**config.mk**
```make
export PLATFORM = sky130hd
export DESIGN_NAME = vdma_line_sequencer
export DESIGN_NICKNAME = d
export VERILOG_FILES = /design/src/rtl/vdma_pkg.sv /design/src/rtl/vdma_seq_cnt.sv /design/src/rtl/vdma_line_sequencer.sv
export SDC_FILE = /design/constraint.sdc
export NUM_CORES = 1
export LEC_CHECK = 0
export BUFFER_PORTS_ARGS = -buffer_cell sky130_fd_sc_hd__buf_2
export CAP_MARGIN = 40
export CORE_ASPECT_RATIO = 1.2
export CORE_MARGIN = 3
export CORE_UTILIZATION = 55
export DETAILED_ROUTE_END_ITERATION = 16
export PLACE_DENSITY = 0.79
export SLEW_MARGIN = 5
export SYNTH_ARGS = -nofsm -noshare
export SYNTH_HDL_FRONTEND = slang
export SYNTH_SLANG_ARGS = --single-unit
```
**constraint.sdc**
```tcl
create_clock -name clock -period 2.72 [get_ports clock]
set_input_delay 0.136 -clock clock [delete_from_list [all_inputs] [get_ports clock]]
set_output_delay 0.136 -clock clock [all_outputs]
set_load 0.01 [all_outputs]
```
**src/rtl/vdma_pkg.sv**
```systemverilog
// Shared types and helpers for the VDMA read-side line sequencer.
// Holds the FSM state encoding, the default input word geometry and the words-per-line calculation.
package vdma_pkg;

    typedef enum logic [2:0] {
        ST_IDLE,
        ST_WAIT_FS,
        ST_WAIT_LS,
        ST_FILL,
        ST_ALIGN,
        ST_RUN
    } state_t;

    localparam int unsigned VDMA_ISIZE      = 256;
    localparam int unsigned VDMA_ISIZE_LOG2 = $clog2(VDMA_ISIZE);

    // FIFO words needed to hold one line. The result is ceil(hact * osize / 2**log2_isize).
    // The product is formed at 64 bits so that it cannot overflow before the shift.
    function automatic logic [31:0] words_per_line(input logic [31:0] hact,
                                                   input int unsigned osize,
                                                   input int unsigned log2_isize);
        logic [63:0] bits;
        bits = 64'(hact) * 64'(osize) + ((64'd1 << log2_isize) - 64'd1);
        return 32'(bits >> log2_isize);
    endfunction

endpackage

```
**src/rtl/vdma_seq_cnt.sv**
```systemverilog
// Loadable pixel/line counter pair for the line sequencer.
// Each counter has a terminal-count flag that compares against a last-index value.
module vdma_seq_cnt
    import vdma_pkg::*;
#(
    parameter int unsigned HBITS = 12,
    parameter int unsigned VBITS = 12
) (
    input  logic             clock,
    input  logic             rst,
    input  logic             i_pix_clr,
    input  logic             i_pix_inc,
    input  logic             i_line_clr,
    input  logic             i_line_inc,
    input  logic [HBITS-1:0] i_pix_last,
    input  logic [VBITS-1:0] i_line_last,
    output logic [HBITS-1:0] o_pix_cnt,
    output logic [VBITS-1:0] o_line_cnt,
    output logic             o_pix_tc,
    output logic             o_line_tc
);

    logic [HBITS-1:0] r_pix;
    logic [VBITS-1:0] r_line;

    // NOTE: registers take non-blocking assignments so every flop updates from pre-edge values.
    always_ff @(posedge clock or posedge rst) begin
        if (rst) begin
            r_pix  <= '0;
            r_line <= '0;
        end else begin
            if (i_pix_clr)
                r_pix <= '0;
            else if (i_pix_inc)
                r_pix <= r_pix + HBITS'(1);

            if (i_line_clr)
                r_line <= '0;
            else if (i_line_inc)
                r_line <= r_line + VBITS'(1);
        end
    end

    assign o_pix_cnt  = r_pix;
    assign o_line_cnt = r_line;
    assign o_pix_tc   = (r_pix == i_pix_last);
    assign o_line_tc  = (r_line == i_line_last);

endmodule

```
**src/rtl/vdma_line_sequencer.sv**
```systemverilog
// Read-side line scheduler between the AXI read-data FIFO and the width-reducing unpacker.
// It waits for the frame and line strobes, checks FIFO pre-fill, re-aligns the unpacker and paces pixel reads.
module vdma_line_sequencer
    import vdma_pkg::*;
#(
    parameter int unsigned ISIZE     = VDMA_ISIZE,
    parameter int unsigned OSIZE     = 24,
    parameter int unsigned HBITS     = 12,
    parameter int unsigned VBITS     = 12,
    parameter int unsigned PRE_WORDS = 2
) (
    input  logic             clock,
    input  logic             rst,
    input  logic             enable,
    input  logic [HBITS-1:0] hactive,
    input  logic [VBITS-1:0] vactive,
    input  logic             fs,
    input  logic             ls,
    input  logic             ordy,
    input  logic [7:0]       fifo_words,
    output logic             ialign,
    output logic             ord_en,
    output logic             line_end,
    output logic             frame_end,
    output logic [HBITS-1:0] pix_cnt,
    output logic [VBITS-1:0] line_cnt,
    output logic             underflow,
    output logic             ls_miss,
    output logic             cfg_err
);

    localparam int unsigned LOG2_ISIZE = $clog2(ISIZE);

    state_t           r_state;
    logic [HBITS-1:0] r_hact_m1;
    logic [VBITS-1:0] r_vact_m1;
    logic [31:0]      r_fill_need;
    logic             r_underflow;
    logic             r_ls_miss;
    logic             r_cfg_err;

    logic             w_in_frame;
    logic             w_fs_take;
    logic             w_cfg_bad;
    logic             w_run;
    logic             w_ord_en;
    logic             w_pix_tc;
    logic             w_line_tc;
    logic             w_last_pix;
    logic             w_last_line;
    logic             w_fill_ok;
    logic [31:0]      w_words_line;

    assign w_in_frame   = (r_state inside {ST_WAIT_LS, ST_FILL, ST_ALIGN, ST_RUN});
    assign w_fs_take    = enable && fs && (w_in_frame || (r_state == ST_WAIT_FS));
    assign w_cfg_bad    = (hactive == '0) || (vactive == '0);
    assign w_run        = enable && (r_state == ST_RUN);
    assign w_ord_en     = w_run && ordy && (fifo_words != 8'd0);
    assign w_words_line = words_per_line(32'(hactive), OSIZE, LOG2_ISIZE);
    assign w_fill_ok    = (32'(fifo_words) >= r_fill_need);

    // Line/frame end must coincide with the final ord_en, so they are decoded from
    // registered state plus the live read strobe; an accepted fs suppresses them.
    assign w_last_pix  = w_ord_en && w_pix_tc && !w_fs_take;
    assign w_last_line = w_last_pix && w_line_tc;

    always_ff @(posedge clock or posedge rst) begin
        if (rst) begin
            r_state     <= ST_IDLE;
            r_hact_m1   <= '0;
            r_vact_m1   <= '0;
            r_fill_need <= '0;
            r_underflow <= 1'b0;
            r_ls_miss   <= 1'b0;
            r_cfg_err   <= 1'b0;
        end else begin
            r_cfg_err <= 1'b0;
            if (!enable) begin
                r_state <= ST_IDLE;
            end else if (w_fs_take) begin
                r_underflow <= 1'b0;
                r_ls_miss   <= 1'b0;
                if (w_cfg_bad) begin
                    r_cfg_err <= 1'b1;
                    r_state   <= ST_WAIT_FS;
                end else begin
                    r_hact_m1   <= hactive - HBITS'(1);
                    r_vact_m1   <= vactive - VBITS'(1);
                    r_fill_need <= (w_words_line < 32'(PRE_WORDS)) ? w_words_line : 32'(PRE_WORDS);
                    r_state     <= ST_WAIT_LS;
                end
            end else begin
                // A line request outside WAIT_LS is dropped, not queued.
                if (ls && (r_state inside {ST_FILL, ST_ALIGN, ST_RUN}))
                    r_ls_miss <= 1'b1;
                if (w_run && ordy && (fifo_words == 8'd0))
                    r_underflow <= 1'b1;

                case (r_state)
                    ST_IDLE:    r_state <= ST_WAIT_FS;
                    ST_WAIT_FS: r_state <= ST_WAIT_FS;
                    ST_WAIT_LS: if (ls) r_state <= ST_FILL;
                    ST_FILL:    if (w_fill_ok) r_state <= ST_ALIGN;
                    ST_ALIGN:   r_state <= ST_RUN;
                    ST_RUN: begin
                        if (w_last_line)
                            r_state <= ST_WAIT_FS;
                        else if (w_last_pix)
                            r_state <= ST_WAIT_LS;
                    end
                    default:    r_state <= ST_IDLE;
                endcase
            end
        end
    end

    vdma_seq_cnt #(
        .HBITS (HBITS),
        .VBITS (VBITS)
    ) u_cnt (
        .clock       (clock),
        .rst         (rst),
        .i_pix_clr   (w_fs_take || (enable && (r_state == ST_ALIGN))),
        .i_pix_inc   (w_ord_en),
        .i_line_clr  (w_fs_take),
        .i_line_inc  (w_last_pix),
        .i_pix_last  (r_hact_m1),
        .i_line_last (r_vact_m1),
        .o_pix_cnt   (pix_cnt),
        .o_line_cnt  (line_cnt),
        .o_pix_tc    (w_pix_tc),
        .o_line_tc   (w_line_tc)
    );

    assign ialign    = enable && (r_state == ST_ALIGN);
    assign ord_en    = w_ord_en;
    assign line_end  = w_last_pix;
    assign frame_end = w_last_line;
    assign underflow = r_underflow;
    assign ls_miss   = r_ls_miss;
    assign cfg_err   = r_cfg_err;

endmodule

```
Word-level counts from Yosys, hierarchy flattened
Cells that the tools add are included.
{"block": "totals", "register_bits": 86, "word_cells": 79, "output_inout_bits": 31}
{"block": "op_classes", "n_reduce_logical": 31, "order_cmp": 2, "n_addsub": 5, "mux": 20, "bitwise_logic": 1, "n_eq_ne": 10, "mul": 1}
{"op": "2-to-1 mux 12 bit", "n": 4}
{"op": "greater-or-equal comparator 8 x 32 -> 1 bit", "n": 1}
{"op": "adder 12 x 1 -> 12 bit, second input constant", "n": 2}
{"op": "equality test 12 bit", "n": 2}
{"op": "logical NOT 12 bit", "n": 2}
{"op": "subtractor 12 x 1 -> 12 bit, second input constant", "n": 2}
{"op": "adder 17 x 8 -> 18 bit, second input constant", "n": 1}
{"op": "2-to-1 mux 3 bit", "n": 6}
{"op": "one-hot mux 3 bit (5 select lines)", "n": 1}
{"op": "multiplier 12 x 2 -> 14 bit, second input constant", "n": 1}
{"op": "logical AND 1 bit", "n": 11}
{"op": "< comparator 10 x 2 -> 1 bit, second input constant", "n": 1}
{"op": "2-to-1 mux 10 bit", "n": 1}
{"op": "logical NOT 8 bit", "n": 1}
{"op": "inequality test 4 bit, second input constant", "n": 2}
{"op": "nonzero test 2 bit", "n": 4}
{"op": "nonzero test 8 bit", "n": 1}
{"op": "2-to-1 mux 1 bit", "n": 7}
{"op": "equality test 3 x 2 -> 1 bit, second input constant", "n": 2}
{"op": "equality test 3 bit, second input constant", "n": 2}
{"op": "AND reduction 3 bit", "n": 2}
{"op": "inequality test 5 bit, second input constant", "n": 1}
{"op": "AND reduction 2 bit", "n": 2}
{"op": "nonzero test 4 bit", "n": 1}
{"op": "other kinds (8)", "n": 10}

Depth between registers and ports, before layout
Gate-level depths: netlist of the first run.
{"block": "logic_depth", "depth_word": 11, "mapped_depth": 11, "mapped_depth_nobuf": 10}

By module
A second synthesis of the first run with hierarchy kept.
{"block": "unflattened", "hier_cells": 497, "area_unflattened_um2": 4490.6}
{"mod": "vdma_line_sequencer", "cells_each": 347, "n_inst": 1, "seq_area_each_um2": 1001.0, "area_per_inst_um2": 3022.9}
{"mod": "vdma_seq_cnt", "cells_each": 150, "n_inst": 1, "seq_area_each_um2": 600.6, "area_per_inst_um2": 1467.7}

Least setup slack after synthesis of the first run
OpenSTA, ideal clock, no wires.
{"block": "synth_path", "path_type": "register to register", "start": "register r_state[1]", "end": "register u_cnt.r_line[9] (netlist: u_cnt.o_line_cnt[9])", "required_time_ns": 2.590, "setup_time_ns": 0.130, "slack_ns": 0.585, "path_stages_with_launch": 12, "t_arrival_ns": 2.004, "path_cell_list": "dfrtp_1 buf_2 and3b_1 o2111a_1 buf_6 and4_4 buf_6 and4_4 buf_6 and3_4 xnor2_1 nor2_1"}
{"block": "synth_between", "elab_chain_cells": 7}
{"element": "from (decl)", "line_no": "vdma_line_sequencer.sv:34", "rtl": "state_t r_state;"}
{"element": "from (signal assigned)", "line_no": "vdma_line_sequencer.sv:69", "rtl": "r_state <= ST_IDLE;"}
{"element": "from (signal assigned)", "line_no": "vdma_line_sequencer.sv:79", "rtl": "r_state <= ST_IDLE;"}
{"element": "from (signal assigned)", "line_no": "vdma_line_sequencer.sv:85", "rtl": "r_state <= ST_WAIT_FS;"}
{"element": "equality test 3 bit", "line_no": "vdma_line_sequencer.sv:57", "rtl": "assign w_run = enable && (r_state == ST_RUN);"}
{"element": "logical AND 1 bit", "line_no": "vdma_line_sequencer.sv:57"}
{"element": "logical AND 1 bit (2 in series)", "line_no": "vdma_line_sequencer.sv:58", "rtl": "assign w_ord_en = w_run && ordy && (fifo_words != 8'd0);"}
{"element": "net ord_en", "line_no": "vdma_line_sequencer.sv:22", "rtl": "output logic ord_en,"}
{"element": "logical AND 1 bit (2 in series)", "line_no": "vdma_line_sequencer.sv:64", "rtl": "assign w_last_pix = w_ord_en && w_pix_tc && !w_fs_take;"}
{"element": "nonzero test 2 bit (no line)"}
{"element": "to (signal assigned)", "line_no": "vdma_seq_cnt.sv:40", "rtl": "r_line <= r_line + VBITS'(1);"}
{"element": "to (decl)", "line_no": "vdma_seq_cnt.sv:24", "rtl": "logic [VBITS-1:0] r_line;"}
The timed path passes the listed nets, and every way through them passes these cells.
A chain may end at the register's enable or synchronous reset.

Worst setup path after layout of the first run
{"block": "layout_path", "start": "register r_state[1]", "end": "output frame_end"}
{"block": "layout_between", "elab_chain_cells": 7}
{"element": "equality test 3 x 2 -> 1 bit (tied with other cells)", "line_no": "vdma_line_sequencer.sv:54", "rtl": "assign w_in_frame = (r_state inside {ST_WAIT_LS, ST_FILL, ST_ALIGN, ST_RUN});"}
{"element": "nonzero test 4 bit / logical AND 1 bit (equally long branches)", "line_no": "vdma_line_sequencer.sv:54, vdma_line_sequencer.sv:57"}
{"element": "logical OR 1 bit / logical AND 1 bit (equally long branches)", "line_no": "vdma_line_sequencer.sv:55, vdma_line_sequencer.sv:58"}
{"element": "logical AND 1 bit (on tied branches)", "line_no": "vdma_line_sequencer.sv:55, vdma_line_sequencer.sv:58"}
{"element": "logical NOT 1 bit / logical AND 1 bit (equally long branches)", "line_no": "vdma_line_sequencer.sv:64"}
{"element": "logical AND 1 bit *", "line_no": "vdma_line_sequencer.sv:64"}
{"element": "logical AND 1 bit *", "line_no": "vdma_line_sequencer.sv:65", "rtl": "assign w_last_line = w_last_pix && w_line_tc;"}
{"element": "to (decl)", "line_no": "vdma_line_sequencer.sv:24", "rtl": "output logic frame_end,"}
Every way passes the cells marked *; elsewhere a longest branch is shown, timed or not.

==> metrics.csv, run 1 <==
stage;metric;value;unit
drt;drt via density;5.68;
floorplan;Initial Util;57.4;%
clock_network;CTS tree;yes;
placement;Placed Area;0.00487;mm^2
drt;Post-DRT Antenna Nets;0;
cells_and_area;ratio of cells with drive above 1 in the final layout;17.5;%
timing;minimum clock period;2380;ps
power;Seq pwr share;43.9;%
critical_path;Max FO, Critical Path;9;
critical_path;Worst setup EP type;output port;
drt;DR iter-0 viols;178;
yosys;asr flop ratio synth;100;%
yosys;dominant cells by area after synthesis;dfrtp_1, ha_1, xnor2_1;
clock_network;Clock Tree Buf Depth;2;
floorplan;Row Count;35;
global_routing;initial antenna violation count;0;
critical_path;crit path launch;r_state[1];
yosys;Yosys reg bits;64;
yosys;count leader, synth;dfrtp_1;
floorplan;Die X-Extent;88.3;um
yosys;number of synthesized flops with an enable pin;0;
critical_path;FF-to-FF setup slack;390;ps
timing;Achievable Freq;421;MHz
power;internal power;1.85;mW
floorplan;Die Ht;105;um
timing;fin worst setup slack;345;ps
placement;# port buffers;68;
clock_network;worst-skew pair later-pin latency;340;ps
critical_path;critical path startpoint category;flip-flop;
critical_path;reg-to-reg startpoint;r_state[1];
critical_path;crit path DAT;2240;ps
yosys;Syn Area/Cell;8.94;um^2
clock_network;postcts setup bufs;0;
power;P_leak;2.52;nW
critical_path;reg2reg path depth;7;
power;maximum vdd drop;0.241;mV
cells_and_area;Antenna Diode Count;0;
yosys;Commonest cells post-synth;dfrtp_1, nand2_1, nor2_1;
floorplan;core area;0.00779;mm^2
drt;WL per Instance;15.1;um
timing;Slew @ Worst Pin;731;ps
critical_path;Setup crit end;frame_end;
timing;Final setup violation count;0;
clock_network;CTS sink cnt;64;
timing;Final Hold Vio Count;0;
placement;dpl hpwl;7920;um
power;switching share of total power;29.3;%
timing;pins over their slew limit;0;
critical_path;Critical Path RT;2580;ps
clock_network;CTS Buf Count;9;
cells_and_area;Final Instance Area;0.00510;mm^2
critical_path;r2r endpoint;u_cnt.o_line_cnt[9];
global_routing;vias in the first global route;3786;
timing;Setup Skew;9.96;ps
worst_hold_path;worst hold path type;input port to flip-flop;
power;Comb pwr share;21.5;%
clock_network;clock slew at reported path FFs;70;ps
status;status;finished clean;
clock_network;H-Tree Depth;3;
global_routing;first-pass GRT wire length;17100;um
global_routing;largest net degree at the start of global routing;36;
power;PD cells;514;mW/mm^2
timing;total negative setup slack;0;ps
floorplan;die area;0.00925;mm^2
placement;pre-CTS WS;395;ps
drt;WL final;10000;um
drt;drt drc;0;
clock_network;Root Buffer Master;clkbuf_8;
placement;gpl congestion;0.863;
yosys;Syn Inst Count;500;
timing;RSZ-0062 raised after global routing;false;
cells_and_area;Final nets;644;
timing;final worst path period share;87.3;%
yosys;post-synthesis sequential area ratio;35.8;%
yosys;YS warnings;0;
yosys;Synth Flop Type;dfrtp_1;
drt;DRT Pass-1 Iters;7;
drt;routed vias;3776;
global_routing;total gr overflow;0;
cells_and_area;Area Overhead vs Synth;14.0;%
power;Clock power frac;34.6;%
yosys;Synth top area share;35.8;%
critical_path;critical path class;flip-flop to output port;
power;Sw Pwr;0.768;mW
yosys;Distinct cells, synth;57;
power;Final Total Pwr;2.62;mW
flow_run;Max-Cap Viols;0;
timing;Slew headroom;51.2;%
global_routing;GRT Overall Usage;23.0;%
yosys;Net Count, Synth;576;
yosys;post-synth top area cell;dfrtp_1;
yosys;mapped cell area;0.00447;mm^2
floorplan;I/O pins;69;
[routing by layer]
metal | GRT usage, % | up-vias | wire, um
li1 | - | 1866 | -
met1 | 29.4 | 1786 | 4290
met2 | 39.3 | 112 | 5150
met3 | 3.71 | 12 | 439
met4 | 7.13 | 0 | 153
met5 | 0 | - | 0
[cells in the final DEF, fill, tap and decap left out, types with 6 or more instances in the layout]
master    count
xor2_1       33
and2_1        9
nor2_1       41
or3_1         8
o21ai_0      37
dfrtp_1      64
nand2b_1      7
ha_1         37
clkbuf_8     10
buf_2        68
a21oi_1      18
xnor2_1      35
nand2_1      47
and3_1       12
nor4_1        8
nor3_1        6
inv_1        29
nand4_1      13
nand3_1      16
[timing repair]
action                                 4_1_cts  5_1_grt
endpoints found under the hold margin       33        0
hold buffers                                 1        0
gates resized for setup                      0        0
[layout make-up]
class	instances	area, um^2
fill	644	2700
multi-input combinational	389	2660
sequential	64	1600
timing repair buffer	74	388
clock buffer	11	141
tap	92	115
inverter	30	113
clock inverter	5	80.1
[cells by family after synthesis]
| kind of cell | Yosys count | share of synthesized area [%] |
|---|---|---|
| AO/OA/AOI/OAI | 84 | 11.4 |
| adder cells (fa/ha/maj) | 38 | 10.8 |
| buffers and inverters | 47 | 4.70 |
| flip-flops | 64 | 35.8 |
| AND/OR/NAND/NOR | 193 | 22.6 |
| XOR/XNOR | 68 | 13.3 |
| multiplexers | 6 | 1.40 |
[worst min-delay path by stage]
stage / start / endpoint / slack (ps) / cells after the start
3_3_place_gp: rst / cfg_err / 280 / 2
5_1_grt: vactive[0] / r_vact_m1[0] / 30 / 2
2_1_floorplan: hactive[0] / r_hact_m1[0] / 240 / 1
4_1_cts: vactive[0] / r_vact_m1[0] / 10 / 2
3_5_place_dp: rst / u_cnt.o_line_cnt[7] / 300 / 2
6_report: vactive[0] / r_vact_m1[0] / 20 / 2
[flip-flops by register name (all words and copies together) (netlist names)]
signal	count
underflow	1
cfg_err	1
r_state	3
r_vact_m1	12
ls_miss	1
u_cnt.o_line_cnt	12
u_cnt.o_pix_cnt	12
r_hact_m1	12
r_fill_need	10
[power groups by stage]
stage	Sequential, mW	Combinational, mW	Clock [mW]
finish	1.15	0.564	0.905
global route	1.16	0.641	0.969
CTS	1.15	0.568	0.920
detailed placement	1.17	0.563	0
global placement	1.16	0.538	0
floorplan	1.14	0.426	0
[through the flow]
step | hold WS [ps] | std cells | utilization, %
detailed placement | 298 | 648 | 62.4
global route | 28.1 | 665 | 65.4
CTS | 13.5 | 665 | 65.4
global placement | 280 | 648 | 62.4
finish | 22.2 | 665 | 65.4
floorplan | 244 | 500 | -
[worst max-delay path: stages, from the launching register on]
cell and delay (ps):
dfrtp_1 470, and3b_1 330, o2111a_1 430, nand4_2 250
nor2_1 170, and2_1 130, buf_2 120
No activity file was read; power rests on OpenSTA's default activity.
==> run 2, diff against run 1 <==
--- a/config.mk
+++ b/config.mk
@@ -5,13 +5,14 @@
 export SDC_FILE = /design/constraint.sdc
 export NUM_CORES = 1
 export LEC_CHECK = 0
+export ABC_AREA = 1
 export BUFFER_PORTS_ARGS = -buffer_cell sky130_fd_sc_hd__buf_2
 export CAP_MARGIN = 40
 export CORE_ASPECT_RATIO = 1.2
 export CORE_MARGIN = 3
 export CORE_UTILIZATION = 55
 export DETAILED_ROUTE_END_ITERATION = 16
-export PLACE_DENSITY = 0.79
+export PLACE_DENSITY = 0.78
 export SLEW_MARGIN = 5
 export SYNTH_ARGS = -nofsm -noshare
 export SYNTH_HDL_FRONTEND = slang
==> run 2 against run 1 <==
Effect of this change: first-iteration DRC count grew 42%; clock skew shrank 1.6 ps; synthesized cell count grew 33%; hold slack gained 7.0 ps; die area grew 6.8%; maximum frequency shrank 4.3%; non-clock buffer count is the same; flip-flop and latch count is the same; global-route usage grew 0.49 points; power grew 5.0%; sequential share of layout area shrank 2.1 points; highest routed layer unchanged.
==> metrics.csv, run 2 <==
stage;metric;value;unit
status;status;finished clean;
drt;WL final;11300;um
cells_and_area;ratio of cells with drive above 1 in the final layout;14.5;%
yosys;Distinct cells, synth;41;
timing;RSZ-0062 raised after global routing;false;
cells_and_area;Final Instance Area;0.00546;mm^2
drt;WL per Instance;13.1;um
floorplan;core area;0.00829;mm^2
critical_path;Max FO, Critical Path;14;
timing;pins over their slew limit;0;
placement;gpl congestion;0.911;
clock_network;CTS Buf Count;9;
placement;pre-CTS WS;326;ps
floorplan;Die X-Extent;91.2;um
placement;dpl hpwl;9050;um
yosys;count leader, synth;nand2_1;
cells_and_area;fillers;753;
timing;total negative setup slack;0;ps
timing;final worst path period share;91.3;%
drt;DR iter-0 viols;253;
placement;# port buffers;68;
global_routing;first-pass GRT wire length;18600;um
yosys;YS warnings;0;
drt;Post-DRT Antenna Nets;0;
clock_network;worst-skew pair later-pin latency;350;ps
critical_path;r2r endpoint;r_state[1];
yosys;number of synthesized flops with an enable pin;0;
yosys;post-synthesis sequential area ratio;33.4;%
cells_and_area;Area Overhead vs Synth;13.8;%
placement;dpl cells;843;
placement;Placed Area;0.00528;mm^2
timing;fin worst setup slack;238;ps
critical_path;critical path class;flip-flop to output port;
global_routing;vias in the first global route;4275;
power;maximum vdd drop;0.269;mV
clock_network;clock slew at reported path FFs;70;ps
critical_path;FF-to-FF setup slack;500;ps
clock_network;CTS tree;yes;
cells_and_area;Antenna Diode Count;0;
clock_network;Clock Tree Buf Depth;2;
flow_run;Max-Cap Viols;0;
floorplan;I/O pins;69;
cells_and_area;register area;0.00160;mm^2
worst_hold_path;worst hold path type;input port to flip-flop;
floorplan;Die Ht;108;um
yosys;Commonest cells post-synth;nand2_1, inv_1, dfrtp_1;
yosys;dominant cells by area after synthesis;dfrtp_1, nand2_1, ha_1;
drt;drt drc;0;
critical_path;reg2reg path depth;11;
critical_path;crit path DAT;2350;ps
floorplan;Row Count;36;
clock_network;postcts setup bufs;0;
clock_network;total of cells resized after clock tree synthesis;0;
drt;DRT Pass-1 Iters;4;
yosys;Syn Area/Cell;7.21;um^2
critical_path;Critical Path RT;2580;ps
clock_network;H-Tree Depth;3;
clock_network;# hold bufs at CTS;1;
yosys;post-synth top area cell;dfrtp_1;
cells_and_area;Final nets;817;
yosys;Yosys reg bits;64;
power;Final Total Pwr;2.75;mW
global_routing;total gr overflow;0;
yosys;Synth Flop Type;dfrtp_1;
critical_path;reg-to-reg startpoint;r_state[2];
timing;Setup Skew;8.32;ps
global_routing;largest net degree at the start of global routing;29;
cells_and_area;most common cell after layout, fill and taps aside;nand2_1;
clock_network;Root Buffer Master;clkbuf_8;
timing;Final Hold Vio Count;0;
cells_and_area;Finished Layout Cells;860;
power;P_leak;2.99;nW
worst_hold_path;Hold EP;r_hact_m1[0];
drt;routed vias;4546;
floorplan;Initial Util;57.9;%
timing;Final setup violation count;0;
yosys;asr flop ratio synth;100;%
cells_and_area;most frequent cells in the layout;nand2_1, inv_1, buf_2;
yosys;mapped cell area;0.00480;mm^2
global_routing;GRT Overall Usage;23.5;%
worst_hold_path;hold path start;hactive[0];
timing;Slew headroom;67.8;%
power;PD cells;504;mW/mm^2
timing;Achievable Freq;403;MHz
critical_path;Worst setup EP type;output port;
timing;Slew @ Worst Pin;479;ps
yosys;Syn Inst Count;665;
clock_network;CTS sink cnt;64;
drt;drt via density;5.29;
worst_hold_path;Worst Hold Path Cells;2;
cells_and_area;multi-input logic area;0.00276;mm^2
yosys;Synth top area share;33.4;%
yosys;Net Count, Synth;741;
critical_path;critical path startpoint category;flip-flop;
timing;minimum clock period;2480;ps
floorplan;die area;0.00988;mm^2
global_routing;initial antenna violation count;0;
## run 2: worst max-delay path by stage
stage                    start              to  slack, ps  cells after the start
floorplan           hactive[0]  r_fill_need[1]        690                     19
global placement    hactive[0]  r_fill_need[1]        420                     20
detailed placement  hactive[0]  r_fill_need[1]        330                     20
CTS                 r_state[2]       frame_end        240                      9
global route        r_state[2]       frame_end         50                      9
finish              r_state[2]       frame_end        240                      9
## run 2: kinds of logic (layout without fill, tap and decap cells)
group                      Yosys count  after routing  synth area share [%]
AOI/OAI and AO/OA                   75             75                  8.77
xor gates and xnor gates            46             46                  8.40
adders and majority gates           38             38                  10.1
buffers and inverters              113            194                  9.10
DFF                                 64             64                  33.4
and+or+nand+nor                    329            329                  30.3
## run 2: stage by stage
stage	hold slack, ps	utilization, %
2_1_floorplan	248	-
3_3_place_gp	355	63.5
3_5_place_dp	128	63.7
4_1_cts	18.4	65.9
5_1_grt	32.3	65.9
6_report	29.2	65.9
## run 2: metal layers
| metal | track usage, % | wire length [um] | vias up | share of wire [%] |
|---|---|---|---|---|
| li1 | - | - | 2283 | - |
| met1 | 27.5 | 4690 | 2116 | 42 |
| met2 | 42.0 | 5720 | 117 | 51 |
| met3 | 4.31 | 520 | 30 | 4.6 |
| met4 | 10.6 | 356 | 0 | 3.2 |
| met5 | 0 | 0 | - | 0 |
## run 2: power by group
group	switching, mW	internal (mW)
Combinational	0.474	0.325
Clock	0.356	0.349
Sequential	0.134	1.11
Total	0.963	1.79
## run 2: layout make-up
cell class	instances	share of cell area [%]
timing repair buffer	74	7.34
clock inverter	4	0.367
clock buffer	12	2.66
multi-input combinational	488	50.5
inverter	104	7.15
sequential	64	29.3
tap	114	2.61
## run 2: worst max-delay path, cell delays in order, from the launching register on
cell and delay, ps:
dfrtp_1 440, inv_2 90, nor3_4 250, nand3_2 140, nor2_4 360, nand3_4 250, nor2_4 170, nand2_1 100
inv_1 60, buf_2 120
==> run 3, diff against run 2 <==
--- a/config.mk
+++ b/config.mk
@@ -16,4 +16,5 @@
 export SLEW_MARGIN = 5
 export SYNTH_ARGS = -nofsm -noshare
 export SYNTH_HDL_FRONTEND = slang
+export SYNTH_HIERARCHICAL = 1
 export SYNTH_SLANG_ARGS = --single-unit
==> run 3 against run 2 <==
Effect of this change: cell count increased by 4.5%; critical path depth unchanged; clock power increased by 25%; sequential power decreased by 5%; maximum frequency increased by 3.5%; core utilization decreased by 0.51 points; via count increased by 2.9%; setup slack improved by 84 ps; clock skew increased by 2.9 ps; design area increased by 3.6%; largest cell class unchanged; highest routed layer unchanged.
==> metrics.csv, run 3 <==
stage;metric;value;unit
drt;met3 WL;405;um
drt;Post-DRT Antenna Nets;0;
global_routing;GRT Overall Usage;23.6;%
drt;routed vias;4677;
yosys;Synth Flop Type;dfrtp_1;
yosys;count leader, synth;nand2_1;
yosys;Synth top area share;32.4;%
yosys;Yosys reg bits;64;
floorplan;I/O pins;69;
clock_network;CTS sink cnt;64;
yosys;asr flop ratio synth;100;%
worst_hold_path;worst hold path type;input port to flip-flop;
critical_path;critical path startpoint category;flip-flop;
timing;Slew headroom;60.5;%
critical_path;Critical Path RT;2580;ps
yosys;Syn Area/Cell;7.05;um^2
yosys;Compound-Gate Fraction of Synth Area;9.23;%
yosys;mapped cell area;0.00495;mm^2
critical_path;Max FO, Critical Path;5;
global_routing;largest net degree at the start of global routing;46;
timing;pins over their slew limit;0;
floorplan;Initial Util;57.2;%
global_routing;vias in the first global route;4654;
clock_network;worst-skew pair later-pin latency;330;ps
power;P_leak;3.05;nW
yosys;dominant cells by area after synthesis;dfrtp_1, nand2_1, ha_1;
clock_network;postcts setup bufs;0;
drt;drt drc;0;
timing;final worst path period share;88.2;%
yosys;post-synthesis adder-cell area fraction;9.76;%
yosys;Commonest cells post-synth;nand2_1, inv_1, nor2_1;
power;PD cells;498;mW/mm^2
timing;Final Hold Vio Count;0;
timing;Final setup violation count;0;
cells_and_area;most frequent cells in the layout;nand2_1, inv_1, nor2_1, buf_2, dfrtp_1;
global_routing;initial antenna violation count;0;
power;maximum vdd drop;0.233;mV
yosys;post-synthesis sequential area ratio;32.4;%
clock_network;Root Buffer Master;clkbuf_8;
clock_network;CTS Buf Count;9;
critical_path;critical path class;flip-flop to output port;
floorplan;Die Ht;110;um
critical_path;crit path DAT;2260;ps
clock_network;Clock Tree Buf Depth;2;
global_routing;first-pass GRT wire length;19500;um
drt;Top Layer Used;met4;
floorplan;core area;0.00866;mm^2
global_routing;total gr overflow;0;
drt;WL final;11600;um
timing;RSZ-0062 raised after global routing;false;
cells_and_area;most common cell after layout, fill and taps aside;nand2_1;
drt;DRT met1 WL;4680;um
yosys;post-synthesis mux area share;0;%
drt;WL per Instance;12.9;um
yosys;XOR/XNOR Fraction of Synth Area;7.61;%
cells_and_area;Final nets;853;
clock_network;CTS tree;yes;
clock_network;H-Tree Depth;3;
yosys;number of synthesized flops with an enable pin;0;
cells_and_area;Antenna Diode Count;0;
flow_run;Max-Cap Viols;0;
cells_and_area;Area Overhead vs Synth;14.3;%
timing;Setup Skew;11.2;ps
yosys;post-synth top area cell;dfrtp_1;
yosys;YS warnings;6;
critical_path;Worst setup EP type;output port;
timing;Slew @ Worst Pin;586;ps
floorplan;Row Count;37;
placement;# port buffers;68;
yosys;largest family of logic cells by synthesized area;simple AND/OR/NAND/NOR gates;
placement;dpl hpwl;9330;um
cells_and_area;Final Instance Area;0.00566;mm^2
drt;routed wire length on met2;6130;um
clock_network;clock slew at reported path FFs;80;ps
yosys;Distinct cells, synth;41;
drt;DRT Pass-1 Iters;5;
status;status;finished clean;
yosys;Syn Inst Count;702;
placement;Placed Area;0.00544;mm^2
timing;minimum clock period;2400;ps
cells_and_area;utilization after layout;65.3;%
timing;total negative setup slack;0;ps
floorplan;Die X-Extent;92.6;um
cells_and_area;ratio of cells with drive above 1 in the final layout;14.7;%
yosys;Net Count, Synth;778;
drt;DR iter-0 viols;204;
floorplan;die area;0.0102;mm^2
yosys;Post-Synth Simple-Gate Area;31.4;%
placement;gpl congestion;0.897;
drt;drt via density;5.20;
timing;Achievable Freq;417;MHz
[run 3: changes by cell type in the layout (fill, tap and decap cells not counted), sizes merged, moves of 3 or more]
cell and delta:
nand2 +24, xor2 -15, xnor2 +12, inv +9, nor3 -9, nor2 +8
nand3 +7, nor4 -5, o21ai +5, nand4 +4, or2 -4, a21oi +3
[run 3: cells by family (layout without fill, tap and decap cells)]
kind of cell    after synthesis  count (layout)
simple gates                355             355
xor+xnor                     43              43
buf+inv                     122             202
compound gates               80              80
fa+ha+maj                    38              38
flops                        64              64
[run 3: worst max-delay path, cell delays in order, from the launching register on]
cell     delay [ps]
dfrtp_1         480
inv_2           120
nor3_2          240
nand3_1         130
nor2_1          250
nand3_1         210
inv_2           160
nand2_1         150
inv_1            80
buf_2           130
[run 3: metrics by stage]
step	worst slack, ps	instances	total power [mW]	hold slack [ps]
floorplan	576	702	1.74	151
global placement	459	881	1.90	298
detailed placement	323	882	1.95	186
CTS	319	899	2.83	25.5
global route	79.9	899	3.00	35.4
finish	322	899	2.82	37.3
[run 3: worst paths after layout]
check	start	end	slack, ps	cells past startpoint
min	vactive[0]	r_vact_m1[0]	40	2
max in group asynchronous	rst	r_hact_m1[2]	1870	4
max reg2reg	r_state[1]	u_cnt/o_pix_cnt[11]	340	11
min reg2reg	r_fill_need[4]	r_fill_need[4]	470	2
max	r_state[2]	frame_end	320	9
min in group asynchronous	rst	u_cnt/o_line_cnt[4]	370	3
[run 3: report_power, final]
part | internal (mW) | switching, mW
Sequential | 1.09 | 0.108
Combinational | 0.310 | 0.431
Clock | 0.513 | 0.368
[run 3: what timing repair did]
| action | 4_1_cts | 5_1_grt |
|---|---|---|
| hold buffers | 1 | 0 |
| resized for setup | 0 | 0 |
| endpoints found under the hold margin | 51 | 0 |
[run 3: final cells by class]
cell class,instances,area [um^2]
clock buffer,10,128
clock inverter,6,83.8
fill,780,3000
inverter,113,424
multi-input combinational,516,2870
sequential,64,1600
tap,117,146
timing repair buffer,73,400
[run 3: layer usage]
metal  track usage (%)  up-vias
met5                 0        -
met4              11.7        0
met3              2.81       35
met2              44.6      106
met1              26.0     2168
li1                  -     2368
